## src/rtl/ifetch_pkg.sv

```systemverilog
// Shared types and constants for the instruction fetch controller.
// State encoding, PC step and default reset/halt constants live here.
package ifetch_pkg;

    typedef enum logic [1:0] {
        ST_FETCH = 2'd0,
        ST_VALID = 2'd1,
        ST_HALT  = 2'd2
    } fetch_state_t;

    localparam logic [31:0] PC_STEP           = 32'd4;
    localparam logic [31:0] DEFAULT_RESET_PC  = 32'h0000_0000;
    localparam logic [31:0] DEFAULT_HALT_WORD = 32'hFFFF_FFFF;

    // Instruction addresses are always word aligned; low bits are dropped.
    function automatic logic [31:0] word_align(input logic [31:0] addr);
        return {addr[31:2], 2'b00};
    endfunction

endpackage

```

## src/rtl/ifetch_perf.sv

```systemverilog
// Fetch performance counters: instructions delivered and cycles spent
// waiting on the memory responder. Both wrap modulo 2^32.
module ifetch_perf
    import ifetch_pkg::*;
(
    input  logic        clk,
    input  logic        rst_n,
    input  logic        count_fetch,
    input  logic        count_wait,
    output logic [31:0] fetch_count,
    output logic [31:0] wait_count
);

    always_ff @(posedge clk or negedge rst_n) begin
        if (!rst_n) begin
            fetch_count <= 32'd0;
            wait_count  <= 32'd0;
        end else begin
            if (count_fetch) fetch_count <= fetch_count + 32'd1;
            if (count_wait)  wait_count  <= wait_count + 32'd1;
        end
    end

endmodule

```

## src/rtl/ifetch_ctrl.sv

```systemverilog
// Instruction fetch controller: one outstanding fetch, a single-entry
// instruction holding register, redirect and halt. Optional counters via IFETCH_PERF_EN.
//
// state    | meaning
// ---------+-----------------------------------------------------------
// ST_FETCH | request outstanding at PC, waiting for MemReady
// ST_VALID | Instr/InstrPC presented to decode until accepted
// ST_HALT  | halt word seen, fetching stopped until Redirect
module ifetch_ctrl
    import ifetch_pkg::*;
#(
    parameter logic [31:0] RESET_PC  = DEFAULT_RESET_PC,
    parameter logic [31:0] HALT_WORD = DEFAULT_HALT_WORD
) (
    input  logic        CLK,
    input  logic        ResetN,
    output logic [31:0] MemA,
    output logic        MemReq,
    input  logic        MemReady,
    input  logic [31:0] MemRD,
    input  logic        Stall,
    input  logic        Redirect,
    input  logic [31:0] RedirectPC,
    output logic        InstrValid,
    output logic [31:0] Instr,
    output logic [31:0] InstrPC,
    output logic        Halted
`ifdef IFETCH_PERF_EN
    ,
    output logic [31:0] FetchCount,
    output logic [31:0] WaitCount
`endif
);

    fetch_state_t state;
    logic [31:0]  pc;

    assign MemA = pc;

    // Redirect takes priority over everything, including a same-cycle MemReady.
    always_ff @(posedge CLK or negedge ResetN) begin
        if (!ResetN) begin
            state      <= ST_FETCH;
            pc         <= word_align(RESET_PC);
            MemReq     <= 1'b1;
            InstrValid <= 1'b0;
            Instr      <= 32'd0;
            InstrPC    <= 32'd0;
            Halted     <= 1'b0;
        end else if (Redirect) begin
            state      <= ST_FETCH;
            pc         <= word_align(RedirectPC);
            MemReq     <= 1'b1;
            InstrValid <= 1'b0;
            Halted     <= 1'b0;
        end else begin
            case (state)
                ST_FETCH: begin
                    if (MemReady) begin
                        if (MemRD == HALT_WORD) begin
                            state  <= ST_HALT;
                            MemReq <= 1'b0;
                            Halted <= 1'b1;
                        end else begin
                            state      <= ST_VALID;
                            Instr      <= MemRD;
                            InstrPC    <= pc;
                            pc         <= pc + PC_STEP;
                            MemReq     <= 1'b0;
                            InstrValid <= 1'b1;
                        end
                    end
                end
                ST_VALID: begin
                    if (!Stall) begin
                        state      <= ST_FETCH;
                        MemReq     <= 1'b1;
                        InstrValid <= 1'b0;
                    end
                end
                ST_HALT: begin
                    state <= ST_HALT;
                end
                default: begin
                    state      <= ST_FETCH;
                    MemReq     <= 1'b1;
                    InstrValid <= 1'b0;
                    Halted     <= 1'b0;
                end
            endcase
        end
    end

`ifdef IFETCH_PERF_EN
    logic count_fetch;
    logic count_wait;

    assign count_fetch = (state == ST_FETCH) && MemReady && !Redirect
                         && (MemRD != HALT_WORD);
    assign count_wait  = (state == ST_FETCH) && !MemReady;

    ifetch_perf u_perf (
        .clk         (CLK),
        .rst_n       (ResetN),
        .count_fetch (count_fetch),
        .count_wait  (count_wait),
        .fetch_count (FetchCount),
        .wait_count  (WaitCount)
    );
`endif

endmodule

```

## config.mk

```make
export PLATFORM = sky130hd
export DESIGN_NAME = ifetch_ctrl
export DESIGN_NICKNAME = d
export VERILOG_FILES = /design/src/rtl/ifetch_pkg.sv /design/src/rtl/ifetch_perf.sv /design/src/rtl/ifetch_ctrl.sv
export SDC_FILE = /design/constraint.sdc
export NUM_CORES = 1
export LEC_CHECK = 0
export ABC_AREA = 1
export ABC_CLOCK_PERIOD_IN_PS = 1970
export CAP_MARGIN = 20
export CORE_MARGIN = 4
export CORE_UTILIZATION = 47
export CTS_CLUSTER_SIZE = 14
export DETAILED_ROUTE_END_ITERATION = 12
export GPL_TIMING_DRIVEN = 0
export PLACE_DENSITY = 0.84
export SYNTH_ARGS = -nofsm -noshare
export SYNTH_HDL_FRONTEND = slang
export SYNTH_HIERARCHICAL = 1
export SYNTH_SLANG_ARGS = --single-unit
```

## constraint.sdc

```tcl
create_clock -name CLK -period 1.97 [get_ports CLK]
set_input_delay 0.4925 -clock CLK [delete_from_list [all_inputs] [get_ports CLK]]
set_output_delay 0.4925 -clock CLK [all_outputs]
set_load 0.005 [all_outputs]
```

==> results.tsv, run 1 <==
metric	value	unit
finalClockSkew	0.01488	ns
htree_num_levels	3	
synth-main-ff-cell	dfrtp_1	
crit_path_cell_trace	clkdlybuf4s50_1 > nand2_1 > nor2_1 > nand2_1 > nor2_1 > nand2_2 > nand2_2 > nand2_2 > buf_2 > nand3_1 > nand2_1	
grt_antenna_before_repair	0	
drtAntennaViolNets	0	
async_flop_share	1.000	
hpwl	11.72	mm
global_route.overflow_total	0	
worst_path_largest_cell_delay	0.50	ns
period_needed	1.912	ns
worstMarginPinSlew	0.6138	ns
ctsRootBufferMaster	clkbuf_8	
ys_types	33	
run_status	complete, no violations	
chipWidth	112.5	um
synth_sequential_area_ratio	0.4734	
number_of_port_buffers	160	
synth_top_family_by_area	simple AND/OR/NAND/NOR gates	
p_leak	3.426	nW
drtIter0Drc	575	
clock_path_buffers	2	
max-cap-violations	0	
power.net_switching	3.167	mW
fp.coreArea	10460	um^2
synth_cells	714	
syn_area	5130	um^2
groute.usage.overall	0.2413	
clkTransAtPathRegs	0.11	ns
post_synth_fa_ha_maj_area_fraction	0.009756	
start_kind	primary input	
timing_worst_setup_path_type	primary input to register	
synthesis.yosys.warnings	6	
finalPower	8.723	mW
detail_route.wirelength	15.36	mm
finalNetCount	962	
power_frac_comb	0.440	
dp_cells	1014	
clock_tree_from_tritoncts	yes	
synth_enable_flop_cells	0	
syn_to_final_growth	39.66	%
fin_crit_sh	0.9703	
timing.max_slew.rel_slack	0.5908	
avgSynthCellArea	7.185	um^2
muxShareOfSynthArea	0	
power.density_cell_area	1217	nW/um^2
p_int	5.556	mW
initial_core_util	0.4903	
cp_top_family	simple AND/OR/NAND/NOR gates	
clock_sinks	97	
proportion_of_power_drawn_by_the_clock_network	0.161	
timing.critical_path.fanout_max	10	
setup_viol	0	
first_global_vias	5040	
detail_route.drc_violations	0	
seqPwrFrac	0.400	
ctsHoldBuffers	0	
hold_path.class	primary input to asynchronous set/reset pin	
final_core_util	0.6848	
drv_slew	0	
synth_compound_gate_area_share	0.05683	
drt-wirelength-per-cell	14.91	um
kind_of_end_point_of_the_critical_path	register	
report.final.hold_viol_count	0	
fp.dieH	112.5	um
grt_pass1_wl	24.87	mm
worst-endpoint-arrival	2.18	ns
req_time_crit_path	2.24	ns
detail_route.vias_per_cell	5.079	
gp_routability_congestion	0.9625	
irDropWorstVdd	0.6225	mV
layout-drive-gt1-share	0.07830	
grt_setup_unrepaired	no	
number_of_inserted_diodes	0	
drt_pre_antenna_iters	6	
die_area	12650	um^2
synth-simple-area-share	0.3832	
ys_seq_elements	97	
clk-insertion-delay-late	0.37	ns
synth_xor_area_frac	0.005122	
tritoncts.num_buffers	9	
critical_path.n_buffers_inverters	2	
ios	168	
setup_total_negative_slack	0	ns
layout.cells.non_filler	1030	
worst_hold_slack	0.1141	ns
floorplan.rows	37	
routed-via-count	5231	
library_cell_contributing_the_largest_single_delay_on_the_critical_path	clkdlybuf4s50_1	
switching_share	0.3631	
max_freq	523.1	MHz
grt_max_degree	53	
[state kept, by name, summed over array words and instances (netlist names)]
name	flops
InstrValid	1
state	2
Halted	1
MemReq	1
InstrPC	30
Instr	32
MemA	30
[cells in the mapped netlist (2+ instances only)]
| cell | instances | area, um^2 |
|---|---|---|
| clkbuf_1 | 4 | 15.01 |
| a21oi_1 | 2 | 10.01 |
| o21bai_1 | 4 | 30.03 |
| nand3_1 | 54 | 270.3 |
| nand4_1 | 2 | 12.51 |
| or2_2 | 4 | 25.02 |
| inv_1 | 39 | 146.4 |
| xnor2_1 | 2 | 17.52 |
| buf_2 | 11 | 55.05 |
| clkinv_1 | 2 | 7.510 |
| inv_2 | 2 | 7.510 |
| nor2_2 | 3 | 18.77 |
| nor2_4 | 2 | 22.52 |
| o21ai_0 | 30 | 150.1 |
| nor2_1 | 55 | 206.5 |
| o21ai_2 | 4 | 35.03 |
| buf_6 | 8 | 90.09 |
| o21ai_1 | 10 | 50.05 |
| nand2_2 | 4 | 25.02 |
| nand3b_1 | 2 | 15.01 |
| buf_4 | 5 | 37.54 |
| nand2_1 | 356 | 1336 |
| ha_1 | 4 | 50.05 |
| dfrtp_1 | 96 | 2402 |
[layout by cell type (no fill, tap or decap), drive strengths merged, types with 14 or more instances in the layout]
cell	netlist	layout
nand2	360	360
clkdlybuf4s50	0	159
dfrtp	96	96
nor2	60	60
nand3	56	56
inv	41	44
o21ai	44	44
buf	24	26
clkbuf	5	14
[worst paths after layout]
path | start | to | slack, ns | depth (start not counted)
setup / recovery | MemRD[4] | MemA[28] | 0.06 | 11
hold / removal | ResetN | Instr[11] | 0.11 | 1
setup reg to reg | state[0] | Instr[29] | 0.29 | 9
hold reg to reg | InstrPC[18] | InstrPC[18] | 0.49 | 2
max in group asynchronous | ResetN | MemA[7] | 1.16 | 2
min in group CLK | InstrPC[18] | InstrPC[18] | 0.49 | 2
[per-layer routing]
layer	vias up	track usage	share of wire
met3	23	0.04906	0.075
met2	250	0.3925	0.47
li1	2557	-	-
met1	2401	0.3329	0.45
met4	0	0.05769	0.013
met5	-	0	0
[cell families after synthesis]
family          count (synthesis)
xor+xnor                        3
buf+inv                        72
simple gates                  485
flops                          97
other cells                     1
fa+ha+maj                       4
compound gates                 52
[power by group through the flow]
stage | combinational, mW | sequential, mW | clock [mW]
6_report | 3.84 | 3.49 | 1.40
5_1_grt | 4.25 | 3.61 | 1.51
4_1_cts | 3.86 | 3.47 | 1.42
3_5_place_dp | 3.84 | 3.50 | 0
3_3_place_gp | 3.76 | 3.48 | 0
2_1_floorplan | 1.54 | 3.46 | 0
[worst register-to-register path: stages (launching register included)]
cell     delay, ns
dfrtp_1       0.41
inv_1         0.09
ha_1          0.18
inv_1         0.07
nor2_4        0.15
nand3_4       0.13
inv_2         0.21
buf_2         0.26
nand2_1       0.07
nand2_1       0.07
[repair_timing]
| item | CTS | global route |
|---|---|---|
| resized for setup | 1 | 6 |
| setup endpoints to repair | 5 | 11 |
| setup buffers | 0 | 0 |
[cell type report]
class	instances	area, um^2
timing repair buffer	161	1627
clock inverter	7	87.58
multi-input combinational	548	2349
buffer	29	212.7
sequential	97	2434
tap	136	170.2
fill	919	3298
inverter	43	161.4
clock buffer	9	123.9
[stage by stage]
step | setup WS, ns | instance area (um^2)
after floorplan | 0.5252 | 5141
after global placement | -3.285 | 6913
after detailed placement | -0.4157 | 6938
after CTS | 0.02881 | 7151
after global routing | 0.006592 | 7164
final | 0.05842 | 7164
(Power assumes the default switching activity.)
==> inputs of run 2 (changes only) <==
CORE_UTILIZATION = 60   (was 47)
DONT_BUFFER_PORTS = 1   (was not set)
PLACE_DENSITY = 0.78   (was 0.84)
==> results.tsv, run 2 (synthesis gave the netlist of run 1 again) <==
metric	value	unit
run_status	finished with violations	
failed_checks	hold timing	
groute.usage.overall	0.2860	
fin_crit_sh	0.9316	
detail_route.vias_per_cell	5.569	
grt_setup_unrepaired	no	
drtIter0Drc	405	
setup_viol	0	
cp.depth	10	
kind_of_end_point_of_the_critical_path	register	
cp_top_family	simple AND/OR/NAND/NOR gates	
htree_num_levels	3	
chipWidth	100.5	um
drv_slew	0	
req_time_crit_path	2.22	ns
p_leak	2.796	nW
start_kind	register	
worst-r2r-cell-count	10	
tritoncts.num_buffers	9	
power.density_cell_area	1281	nW/um^2
worst-endpoint-arrival	2.09	ns
detail_route.drc_violations	0	
r2r_start	MemA[3]	
detail_route.wirelength	14.25	mm
setup_total_negative_slack	0	ns
clk-insertion-delay-late	0.37	ns
die_area	10090	um^2
clock_sinks	97	
worst_setup_path_endpoint	MemA[12]	
finalClockSkew	0.01341	ns
grt_antenna_before_repair	1	
finalNetCount	801	
number_of_port_buffers	0	
gp_routability_congestion	0.9010	
drtAntennaViolNets	0	
clock_tree_from_tritoncts	yes	
irDropWorstVdd	0.6620	mV
crit_path_cell_trace	ha_1 > nand3_2 > inv_1 > nand2_1 > nor2_1 > nand2_1 > nand3_1 > nand2_1 > nand2_1 > o21ai_1	
worstMarginPinSlew	0.5387	ns
routed-via-count	4672	
r2r_end	MemA[12]	
timing.critical_path.fanout_max	5	
final_cell_mix	356 x nand2_1, 96 x dfrtp_1, 55 x nor2_1	
critical_path_most_common_cell	nand2_1	
worst_path_largest_cell_delay	0.43	ns
cts_post_setup_buffers_inserted	0	
worst_hold_slack	-0.1943	ns
max_reg_flops	32	
global_route.overflow_total	0	
fp.coreArea	8258	um^2
first_global_vias	4508	
clock_path_buffers	2	
floorplan.rows	33	
ctsRootBufferMaster	clkbuf_8	
fp.dieH	100.5	um
regMostFlops	Instr	
hpwl	10.95	mm
max-cap-violations	0	
report.final.hold_viol_count	97	
max_freq	544.9	MHz
ios	168	
hold_path.class	primary input to asynchronous set/reset pin	
initial_core_util	0.6212	
timing.max_slew.rel_slack	0.6409	
setup.reg_to_reg.worst_slack	0.13	ns
syn_to_final_growth	6.805	%
crit_start	MemA[3]	
drt_pre_antenna_iters	6	
drt-wirelength-per-cell	16.99	um
clkTransAtPathRegs	0.10	ns
period_needed	1.835	ns
timing_worst_setup_path_type	register to register	
grt_pass1_wl	22.54	mm
critical_path.n_buffers_inverters	1	
cts_resized	0	
most_common_library_cell_in_the_layout_ignoring_fill_and_taps	nand2_1	
layout-drive-gt1-share	0.08458	
grt_max_degree	98	
library_cell_contributing_the_largest_single_delay_on_the_critical_path	dfrtp_1	
## run 2: cell types whose count changed in the layout (fill, tap and decap cells not counted)
cell	delta
clkdlybuf4s50_1	-159
dfrtp_1	+4
dfrtp_2	-4
inv_8	-3
clkbuf_1	+2
inv_6	+2
buf_12	-1
buf_16	-1
buf_4	-1
buf_6	+1
clkbuf_2	-1
clkbuf_8	+1
clkinv_4	-1
diode_2	+1
## run 2: per-layer routing
metal | wire length (um) | track usage | vias to the layer above
li1 | - | - | 2247
met1 | 5715 | 0.3587 | 2166
met2 | 6782 | 0.4806 | 242
met3 | 1591 | 0.09689 | 17
met4 | 164 | 0.06528 | 0
met5 | 0 | 0 | -
## run 2: cell type report
cell class              count  area [um^2]
flip-flops and latches     97         2429
clock inverters             5        62.56
plain buffers              29        202.7
fillers                   749         2779
well taps                 105        131.4
multi-input cells         548         2349
diodes                      1        2.502
clock buffers              11        141.4
inverters                  43        161.4
## run 2: where the power goes
group / internal, mW / switching (mW) / total (mW) / leakage, nW
logic: 0.724 / 1.22 / 1.95 / 1.49
clock network: 0.632 / 0.722 / 1.35 / 0.0966
registers: 2.81 / 0.912 / 3.72 / 1.21
## run 2: worst min path at each step
stage          depth (start not counted)    from        end  slack [ns]
2_1_floorplan                          0  ResetN     Halted        0.20
6_report                               0  ResetN  Instr[18]       -0.19
3_3_place_gp                           0  ResetN  Instr[18]        0.20
3_5_place_dp                           0  ResetN  Instr[18]        0.20
5_1_grt                                0  ResetN  Instr[18]       -0.23
4_1_cts                                0  ResetN   Instr[3]       -0.21
## run 2: through the flow
step             util  cell area, um^2  std cells  worst slack, ns  power, mW
2_1_floorplan       -             5141        717           0.5252      4.999
3_3_place_gp   0.6385             5273        822          0.09974      5.588
3_5_place_dp   0.6385             5273        822          0.06453      5.697
4_1_cts        0.6632             5477        838           0.1990      7.038
5_1_grt        0.6635             5479        839          0.05987      7.539
6_report       0.6635             5479        839           0.1348      7.019
